==> config.mk <==
export PLATFORM = sky130hd
export DESIGN_NAME = sw_fanin_rr_merger
export DESIGN_NICKNAME = d
export VERILOG_FILES = /design/src/rtl/sw_fanin_pkg.sv /design/src/rtl/sw_rr_pick.sv /design/src/rtl/sw_fanin_rr_merger.sv
export SDC_FILE = /design/constraint.sdc
export NUM_CORES = 1
export LEC_CHECK = 0
export CORE_MARGIN = 2
export CORE_UTILIZATION = 30
export CTS_CLUSTER_DIAMETER = 60
export DETAILED_ROUTE_END_ITERATION = 7
export GPL_TIMING_DRIVEN = 0
export SYNTH_ARGS = -nofsm -noshare
export SYNTH_HDL_FRONTEND = slang
export SYNTH_SLANG_ARGS = --single-unit
==> constraint.sdc <==
create_clock -name clk -period 2.8 [get_ports clk]
set_input_delay 0.56 -clock clk [delete_from_list [all_inputs] [get_ports clk]]
set_output_delay 0.56 -clock clk [all_outputs]
set_load 0.02 [all_outputs]
==> src/rtl/sw_fanin_pkg.sv <==
// Shared sizing, index type and wrap helper for the fan-in merger.
package sw_fanin_pkg;

  localparam int DEF_N_SRC  = 5;
  localparam int DEF_DATA_W = 16;
  localparam int DEF_CNT_W  = 16;

  localparam int IDX_W =
    (DEF_N_SRC > 1) ? $clog2(DEF_N_SRC) : 1;

  typedef logic [IDX_W-1:0] src_idx_t;

  // Wraps at the source count, not at 2^IDX_W.
  function automatic src_idx_t next_idx(
    input src_idx_t i
  );
    if (i == src_idx_t'(DEF_N_SRC - 1))
      return '0;
    return i + 1'b1;
  endfunction

endpackage

==> src/rtl/sw_rr_pick.sv <==
// Round-robin pick: first valid index at or after ptr,
// wrapping, found by a lowest-set-bit scan of a doubled vector.
module sw_rr_pick #(
  parameter int N  = 5,
  parameter int IW = 3
) (
  input  logic [N-1:0]  valid,
  input  logic [IW-1:0] ptr,
  output logic          grant_vld,
  output logic [IW-1:0] grant_idx
);

  logic [2*N-1:0] dbl;

  always_comb begin
    for (int i = 0; i < N; i++) begin
      dbl[i]     = valid[i] && (i >= int'(ptr));
      dbl[N + i] = valid[i];
    end
  end

  always_comb begin
    grant_vld = 1'b0;
    grant_idx = '0;
    for (int j = 2*N-1; j >= 0; j--) begin
      if (dbl[j]) begin
        grant_vld = 1'b1;
        grant_idx = IW'(j % N);
      end
    end
  end

endmodule

==> src/rtl/sw_fanin_rr_merger.sv <==
// Round-robin fan-in of N_SRC child streams into one
// registered, source-tagged output with a saturating counter.
module sw_fanin_rr_merger
  import sw_fanin_pkg::*;
#(
  parameter int N_SRC  = DEF_N_SRC,
  parameter int DATA_W = DEF_DATA_W,
  parameter int CNT_W  = DEF_CNT_W,
  localparam int SRC_IW =
    (N_SRC > 1) ? $clog2(N_SRC) : 1
) (
  input  logic                    clk,
  input  logic                    rst_n,
  input  logic [N_SRC-1:0]        src_valid,
  input  logic [N_SRC*DATA_W-1:0] src_data,
  output logic [N_SRC-1:0]        src_ready,
  output logic                    out_valid,
  output logic [DATA_W-1:0]       out_data,
  output logic [SRC_IW-1:0]       out_src,
  input  logic                    out_ready,
  output logic [CNT_W-1:0]        fwd_count
);

  logic              out_valid_q, out_valid_d;
  logic [DATA_W-1:0] out_data_q, out_data_d;
  logic [SRC_IW-1:0] out_src_q, out_src_d;
  logic [SRC_IW-1:0] ptr_q, ptr_d;
  logic [CNT_W-1:0]  cnt_q, cnt_d;

  logic              grant_vld;
  logic [SRC_IW-1:0] grant_idx;
  logic [SRC_IW-1:0] grant_nxt;
  logic              take;
  logic              xfer;
  logic              drain;

  sw_rr_pick #(
    .N  (N_SRC),
    .IW (SRC_IW)
  ) u_pick (
    .valid     (src_valid),
    .ptr       (ptr_q),
    .grant_vld (grant_vld),
    .grant_idx (grant_idx)
  );

  if (N_SRC == DEF_N_SRC) begin : g_pkg_wrap
    assign grant_nxt =
      SRC_IW'(next_idx(src_idx_t'(grant_idx)));
  end else begin : g_gen_wrap
    assign grant_nxt =
      (grant_idx == SRC_IW'(N_SRC - 1)) ?
      '0 : grant_idx + 1'b1;
  end

  assign take  = !out_valid_q || out_ready;
  assign xfer  = take && grant_vld;
  assign drain = out_valid_q && out_ready;

  assign src_ready =
    xfer ? (N_SRC'(1) << grant_idx) : '0;

  always_comb begin
    out_valid_d = out_valid_q;
    out_data_d  = out_data_q;
    out_src_d   = out_src_q;
    ptr_d       = ptr_q;
    cnt_d       = cnt_q;
    if (xfer) begin
      out_valid_d = 1'b1;
      out_data_d  =
        src_data[int'(grant_idx)*DATA_W +: DATA_W];
      out_src_d   = grant_idx;
      ptr_d       = grant_nxt;
    end else if (drain) begin
      out_valid_d = 1'b0;
    end
    if (drain && (cnt_q != '1))
      cnt_d = cnt_q + 1'b1;
  end

  always_ff @(posedge clk or negedge rst_n) begin
    if (!rst_n) begin
      out_valid_q <= 1'b0;
      out_data_q  <= '0;
      out_src_q   <= '0;
      ptr_q       <= '0;
      cnt_q       <= '0;
    end else begin
      out_valid_q <= out_valid_d;
      out_data_q  <= out_data_d;
      out_src_q   <= out_src_d;
      ptr_q       <= ptr_d;
      cnt_q       <= cnt_d;
    end
  end

  assign out_valid = out_valid_q;
  assign out_data  = out_data_q;
  assign out_src   = out_src_q;
  assign fwd_count = cnt_q;

endmodule
Yosys cells after proc, flatten, opt, wreduce, memory -nomap -nowiden

Cells that the tools add are included.

Bits in registers: 39
Input bits: 88
Output and inout bits: 41

$add $sub $neg: 2
Magnitude comparators: 5
Equality and inequality tests: 2
Shifts and indexed selects: 2
Muxes and demuxes: 26
Reductions and logical operators: 11

Operators by type and width:

| kind                                                                  | count |
|---|---|
| 80-bit by 8-bit indexed part select with 16-bit output                | 1 |
| 3-bit two-way mux                                                     | 12 |
| 16-bit by 1-bit adder with 16-bit output (second input constant)      | 1 |
| 16-bit inequality test (second input constant)                        | 1 |
| 1-bit two-way mux                                                     | 13 |
| 1-bit logical AND                                                     | 8 |
| 1-bit by 3-bit >= comparator with 1-bit output (first input constant) | 2 |
| 2-bit by 3-bit >= comparator with 1-bit output (first input constant) | 2 |
| 5-bit two-way mux                                                     | 1 |
| 1-bit by 3-bit << shifter with 5-bit output (first input constant)    | 1 |
| 3-bit by 1-bit adder with 3-bit output (second input constant)        | 1 |
| 3-bit == test (second input constant)                                 | 1 |
| 3-bit >= comparator (first input constant)                            | 1 |
| 2-bit nonzero test                                                    | 1 |
| 1-bit zero test                                                       | 1 |
| 1-bit logical OR                                                      | 1 |

Longest topological paths before layout

Gate-level depths: netlist of the first run.

Word-level depth: 13
Mapped depth: 10

By module

Synthesis of the first run repeated with hierarchy kept, for this count alone.

Cell total of the unflattened synthesis: 205
Area total of the unflattened synthesis: 2451.1 um^2

By module, submodules not included:

| module             | times used | cells each | area each (um^2) | seq. area each (um^2) |
|---|---|---|---|---|
| sw_fanin_rr_merger | 1          | 183        | 2283.4           | 975.9 |
| sw_rr_pick         | 1          | 22         | 167.7            | 0.0 |

Worst setup path after synthesis of the first run

OpenSTA, ideal clock, no wires.

Path type: input-to-output
From: in src_valid[2]
To: out src_ready[4]
Data arrival time: 1933 ps
Slack: 307 ps
Stages on the path: 9
Cells stage by stage: a21bo_1 > a21oi_1 > o21a_1 > buf_6 > buf_8 > inv_1 > ha_1 > nand2_1 > nor2_1

Cells in the longest elaborated chain, start to end: 10

RTL lines:

| what                                                                                    | line                                               | text |
|---|---|---|
| start: declaration                                                                      | sw_fanin_rr_merger.sv:14                           | `input logic [N_SRC-1:0] src_valid,` |
| 3-bit two-way mux / 1-bit two-way mux (equally long branches) (8 in series)             | sw_rr_pick.sv:26                                   | `if (dbl[j]) begin` |
| 1-bit by 3-bit << shifter with 5-bit output / 1-bit logical AND (equally long branches) | sw_fanin_rr_merger.sv:61, sw_fanin_rr_merger.sv:57 |  |
| 5-bit two-way mux *                                                                     | sw_fanin_rr_merger.sv:61                           | `xfer ? (N_SRC'(1) << grant_idx) : '0;` |
| end: declaration                                                                        | sw_fanin_rr_merger.sv:16                           | `output logic [N_SRC-1:0] src_ready,` |

Every way passes the cells marked *; elsewhere a longest branch is shown, timed or not.

Final worst setup path of the first run

From: in src_valid[0]
To: out src_ready[2]

Cells in the longest elaborated chain, start to end: 8

RTL lines:

| what                                                                                    | line |
|---|---|
| 3-bit two-way mux / 1-bit two-way mux (equally long branches) (6 in series)             | sw_rr_pick.sv:26 |
| 1-bit by 3-bit << shifter with 5-bit output / 1-bit logical AND (equally long branches) | sw_fanin_rr_merger.sv:61, sw_fanin_rr_merger.sv:57 |
| 5-bit two-way mux *                                                                     | sw_fanin_rr_merger.sv:61 |

Marks and branches as above.

==> results of run 1 <==
## area by class of cell
type / count / share of cell area [%]
flip-flops and latches: 39 / 23.6
well taps: 105 / 3.17
plain buffers: 8 / 2.29
repair buffers: 140 / 32.9
multi-input cells: 185 / 35.4
clock buffers: 6 / 1.75
inverters: 9 / 0.905
## per-stage QoR
| step | TNS, ps | area (um^2) | std cells | hold WS, ps |
|---|---|---|---|---|
| 2_1_floorplan | 0 | 2510 | 245 | 264 |
| 4_1_cts | 0 | 4130 | 492 | 69.9 |
| 3_5_place_dp | -8090 | 3930 | 479 | 380 |
| 3_3_place_gp | -7840 | 3920 | 478 | 462 |
| 5_1_grt | -8.77 | 4150 | 492 | 63.9 |
| 6_report | 0 | 4150 | 492 | 74.2 |
## state kept, by name, summed over array words and instances, names as in the netlist
register,flops
fwd_count,16
out_data,16
out_src,3
out_valid,1
ptr_q,3
## cells in the mapped netlist, types with 5 or more instances
library cell | count | area share (%)
a21oi_1 | 6 | 1.2
nor3_1 | 5 | 1.0
mux2i_1 | 12 | 4.8
clkbuf_1 | 5 | 0.75
nand2_1 | 20 | 3.0
xor2_1 | 7 | 2.4
and3_1 | 18 | 4.5
mux2_2 | 16 | 7.2
nand3_1 | 6 | 1.2
nand4_1 | 5 | 1.2
a221oi_2 | 7 | 4.2
o21ai_0 | 8 | 1.6
dfrtp_1 | 39 | 39
a221oi_1 | 6 | 2.1
xnor2_1 | 7 | 2.4
nor2_1 | 9 | 1.3
ha_1 | 5 | 2.5
o21ai_1 | 13 | 2.6
inv_1 | 9 | 1.3
## cell families (layout without fill, tap and decap cells)
kind of cell | Yosys count | in the layout | synth area share [%]
compound gates | 61 | 61 | 19.6
xor+xnor | 14 | 14 | 4.89
fa+ha+maj | 5 | 5 | 2.50
buf+inv | 21 | 163 | 5.24
flops | 39 | 39 | 38.9
mux | 30 | 30 | 13.2
simple gates | 75 | 75 | 15.7
## per-layer routing
metal  part of all wire [%]  vias up  track usage [%]  wire [um]
met5                      0        -                0          0
met4                    1.8        0             5.12        142
met3                    4.4       10             2.92        356
met2                     51       56             28.8       4100
met1                     43     1183             21.8       3400
li1                       -     1188                -          -
## power breakdown
| group | internal, mW | switching (mW) |
|---|---|---|
| combinational | 1.12 | 1.03 |
| sequential | 0.765 | 0.161 |
| clock | 0.166 | 0.190 |
| total | 2.05 | 1.38 |
## timing repair
action,in CTS,in global routing
pin swaps,5,1
endpoints found under the hold margin,0,0
setup endpoints to repair,5,5
buffers inserted,11,0
resized for setup,50,8
## cells in the final DEF, fill, tap and decap left out, types with 3 or more instances in the layout
cell type,Yosys,layout
a21o_1,4,4
a21oi_1,6,5
a221oi_1,6,5
a221oi_2,7,8
a22oi_1,3,3
and3_1,18,18
buf_12,1,4
buf_2,2,4
buf_4,1,14
clkbuf_8,0,5
clkdlybuf4s15_2,0,3
clkdlybuf4s50_1,0,117
dfrtp_1,39,37
ha_1,5,3
inv_1,9,8
mux2_2,16,16
mux2i_1,12,12
nand2_1,20,20
nand2b_1,3,3
nand3_1,6,6
nand4_1,5,5
nor2_1,9,9
nor3_1,5,4
o211ai_1,3,3
o21ai_0,8,8
o21ai_1,13,13
xnor2_1,7,7
xor2_1,7,7
## worst max-delay path, delay by kind of cell
kind	cells	cell delay, ps
AOI/OAI and AO/OA	2	430
buffers and inverters	3	590
and+or+nand+nor	2	360
adders and majority gates	1	190
## worst max-delay path by stage
stage	cells past startpoint	slack [ps]	end
2_1_floorplan	9	310	src_ready[4]
3_3_place_gp	8	-1240	src_ready[4]
3_5_place_dp	8	-1230	src_ready[4]
4_1_cts	8	10	src_ready[1]
5_1_grt	10	-9	src_ready[4]
6_report	8	100	src_ready[2]
==> impl_metrics.csv, run 1 <==
group,metric,value,unit
grt,grt_pass1_wl,11800,um
cells_and_area,final_nets,481,
grt,grt-ovfl-total,0,
yosys,async_reset_ff_share,100,%
timing,max_freq,370,MHz
min_path,hp-class,"in -> async",
route,ant_nets,0,
route,drc,0,
pwr,p_total,3.43,mW
yosys,synth.distinct_cells,45,
setup_path,crit_fanout,5,
cells_and_area,area_growth,65.5,%
setup_path,crit_path_max_incr_delay,280,ps
yosys,ys_ff_latch,39,
grt,grt_max_degree,37,
place,portBuffers,128,
setup_path,start_kind,"input port",
yosys,postSynthCellCount,245,
setup_path,r2r-start,"ptr_q[0]$_DFFE_PN0P_",
clock_network,h-tree-depth,2,
yosys,synth_top_flop_cell,"dfrtp_1",
route,routed_wl,8000,um
clock_network,cts_sinks,39,
clock_network,clk_latency,290,ps
setup_path,crit_top_cell,"buf_4",
route,avgViaCountPerCell,4.95,
floorplan,ioPinCount,129,
place,hpwl,6200,um
route,num_vias,2437,
timing,worst_pin_slew,499,ps
floorplan,initial_core_util,30.7,%
route,drt_iter0_markers,47,
yosys,ys_seq_area_share,38.9,%
clock_network,holdBufCountCts,0,
grt,grt.total_usage,16.8,%
pwr,ir_drop,333,uV
timing,grt_setup_unrepaired,"true",
setup_path,r2r_slack,400,ps
clock_network,path_clk_slew,70,ps
timing,skew,3.32,ps
clock_network,cts_made_buffers,5,
setup_path,crit_required,2240,ps
clock_network,cts_root_buf,"clkbuf_8",
cells_and_area,drive_gt1_share,20.4,%
timing,fin_crit,2700,ps
timing,setup_viol,0,
setup_path,cp-startpoint,"src_valid[0]",
setup_path,rr_worst_depth,9,
grt,antenna_found_initial,0,
cells_and_area,multi_input_area,1470,um^2
grt,grt_pass1_vias,2283,
floorplan,num_rows,33,
route,avgRoutedWirePerCell,16.3,um
timing,worst_slack,99.7,ps
place,place_congestion,0.786,
floorplan,dieArea,9100,um^2
timing,hold_viol,0,
pwr,powerDensity,827,nW/um^2
route,first_pass_iters,4,
yosys,syn_area,2510,um^2
timing,finalCritPeriodShare,96.4,%
yosys,synth_edf_count,0,
place,dp_slack,-1230,ps
floorplan,core,8180,um^2
timing,relSlewSlack,66.6,%
run,maxCapViolCount,0,
status,status,"complete, no violations",
yosys,syn_nets,338,
floorplan,die_h,95.4,um
setup_path,crit_type,"in -> out",
floorplan,die_w,95.4,um
setup_path,reg2reg_to,"out_data[14]$_DFFE_PN0P_",
timing,final_max_slew_viol_count,0,
clock_network,clk_path_buf_depth,2,
cells_and_area,n_fill_cell,753,
clock_network,cts_tree,"yes",
setup_path,critPathArrivalTime,2140,ps
cells_and_area,fin_util,50.7,%
setup_path,critPathSlowestCell,"clkdlybuf4s15_1",
yosys,avgSynthCellArea,10.2,um^2
setup_path,crit_path_end_kind,"primary output",
pwr,leakagePower,1.76,nW
setup_path,crit_chain,"clkdlybuf4s15_1 -> nor2b_2 -> a32oi_1 -> o22ai_4 -> buf_4 -> ha_1 -> and3_1 -> buf_4",
yosys,ys_warn_count,0,
cells_and_area,regArea,978,um^2
cells_and_area,antennaDiodeCount,0,
Note: power is estimated with default switching activity, not from simulation.
==> inputs of run 2 (changes only) <==
--- a/config.mk
+++ b/config.mk
@@ -10,6 +10,8 @@
 export CTS_CLUSTER_DIAMETER = 60
 export DETAILED_ROUTE_END_ITERATION = 7
 export GPL_TIMING_DRIVEN = 0
+export HOLD_SLACK_MARGIN = 0.12
+export PLACE_DENSITY = 0.74
 export SYNTH_ARGS = -nofsm -noshare
 export SYNTH_HDL_FRONTEND = slang
 export SYNTH_SLANG_ARGS = --single-unit
==> run 2 against run 1 <==
Net effect:
- register-to-register slack lost 80 ps
- via count rose by 3.1%
- first-iteration DRC count grew 100%
- cell count increased by 1.4%
- total power up 1.2%
- sequential share of layout area fell by 0.26 points
- global-route usage grew 0.28 points
- core utilization is 0.57 points higher
- routed wire length is 1.3% higher
- highest routed layer unchanged
==> impl_metrics.csv, run 2 (synthesized netlist as in run 1, its figures left out) <==
group,metric,value,unit
cells_and_area,area_growth,67.3,%
cells_and_area,regArea,978,um^2
route,drt_iter0_markers,94,
clock_network,clk_latency,290,ps
setup_path,crit_path_end_kind,"primary output",
grt,grt.total_usage,17.1,%
cells_and_area,fin_util,51.3,%
min_path,hold_path_end,"fwd_count[11]$_DFFE_PN0P_",
setup_path,start_kind,"register",
cells_and_area,drive_gt1_share,21.8,%
timing,relSlewSlack,68.0,%
setup_path,crit_fanout,11,
timing,finalCritPeriodShare,97.3,%
run,maxCapViolCount,0,
clock_network,cts_made_buffers,5,
pwr,leakagePower,1.79,nW
place,placed_cell_area,3930,um^2
grt,grt-ovfl-total,0,
clock_network,cts_tree,"yes",
floorplan,core,8180,um^2
timing,worst_pin_slew,480,ps
clock_network,path_clk_slew,80,ps
clock_network,cts_root_buf,"clkbuf_8",
pwr,ir_drop,277,uV
setup_path,crit_type,"reg -> out",
setup_path,r2r-start,"ptr_q[1]$_DFFE_PN0P_",
cells_and_area,antennaDiodeCount,0,
cells_and_area,n_fill_cell,768,
setup_path,reg2reg_to,"out_data[14]$_DFFE_PN0P_",
clock_network,clk_path_buf_depth,2,
timing,setup_viol,0,
place,place_congestion,0.809,
grt,grt_max_degree,38,
min_path,hp-class,"reg -> reg",
setup_path,r2r_slack,320,ps
floorplan,ioPinCount,129,
min_path,min_path_cells,1,
floorplan,die_w,95.4,um
clock_network,h-tree-depth,2,
floorplan,die_h,95.4,um
place,portBuffers,128,
timing,final_max_slew_viol_count,0,
setup_path,critPathArrivalTime,2160,ps
cells_and_area,layout.cells.most_common,"clkdlybuf4s50_1",
grt,antenna_found_initial,0,
timing,skew,6.41,ps
cells_and_area,layout_common_cells,"117 x clkdlybuf4s50_1, 37 x dfrtp_1, 20 x nand2_1, 18 x and3_1, 17 x buf_4",
route,drc,0,
timing,hold_viol,0,
cells_and_area,final_nets,486,
status,status,"complete, no violations",
cells_and_area,multi_input_area,1480,um^2
floorplan,dieArea,9100,um^2
timing,fin_crit,2720,ps
route,num_vias,2513,
grt,grt_pass1_vias,2528,
place,hpwl,6160,um
setup_path,crit_required,2240,ps
timing,max_freq,367,MHz
setup_path,rr_worst_depth,9,
grt,grt_pass1_wl,12100,um
floorplan,num_rows,33,
route,avgRoutedWirePerCell,16.2,um
route,first_pass_iters,4,
floorplan,initial_core_util,30.7,%
timing,grt_setup_unrepaired,"false",
route,avgViaCountPerCell,5.04,
route,routed_wl,8110,um
cells_and_area,design_area,4190,um^2
pwr,powerDensity,828,nW/um^2
min_path,min-delay-start,"fwd_count[11]$_DFFE_PN0P_",
clock_network,cts_sinks,39,
route,ant_nets,0,
==> run 2: through the flow <==
step | instances | setup slack [ps] | TNS (ps) | power [mW] | hold slack (ps)
CTS | 498 | 16.2 | 0 | 3.45 | 496
global route | 499 | 5.72 | 0 | 3.69 | 521
finish | 499 | 75.4 | 0 | 3.47 | 493
detailed placement | 479 | -1250 | -8770 | 2.93 | 369
global placement | 478 | -1270 | -8400 | 2.89 | 470
floorplan | 245 | 307 | 0 | 2.13 | 264
==> run 2: worst max path at each step <==
stage,to,startpoint,cells after the start
2_1_floorplan,src_ready[4],src_valid[2],9
3_3_place_gp,src_ready[4],src_valid[1],8
3_5_place_dp,src_ready[4],src_valid[1],8
4_1_cts,src_ready[3],ptr_q[0]$_DFFE_PN0P_,8
5_1_grt,src_ready[3],ptr_q[1]$_DFFE_PN0P_,8
6_report,src_ready[3],ptr_q[1]$_DFFE_PN0P_,8
==> run 2: per-layer routing <==
| metal | wire length [um] | vias to the layer above | global-route usage (%) | share of wire (%) |
|---|---|---|---|---|
| li1 | - | 1195 | - | - |
| met4 | 168 | 0 | 5.95 | 2.1 |
| met2 | 4240 | 91 | 30.5 | 52 |
| met3 | 476 | 14 | 2.77 | 5.9 |
| met5 | 0 | - | 0 | 0 |
| met1 | 3220 | 1213 | 20.9 | 40 |
==> run 2: critical path, stage by stage (launching register included) <==
cell       delay, ps
dfrtp_1          460
o21ai_4          100
a2111oi_4        360
o21a_1           200
buf_12           130
buf_12           140
ha_2             200
and3_1           140
buf_4            140
==> run 2: cell type report <==
cell class,count,area share [%]
inverters,9,0.895
flip-flops and latches,39,23.3
repair buffers,144,33.0
clock buffers,7,1.82
plain buffers,9,2.39
well taps,105,3.13
clock inverters,1,0.119
multi-input cells,185,35.3
==> run 2: timing repair <==
action,4_1_cts,5_1_grt
endpoints found under the hold margin,2,0
setup endpoints to repair,6,5
setup buffers,13,1
pin swaps,6,2
gates resized for setup,51,14
hold buffers,1,0
gates cloned,0,0
==> run 2: where the power goes <==
part           internal (mW)  leakage [nW]  switching (mW)
clock                  0.175        0.0422           0.200
combinational           1.13          1.27            1.03
sequential             0.765         0.478           0.172
total                   2.07          1.79            1.40
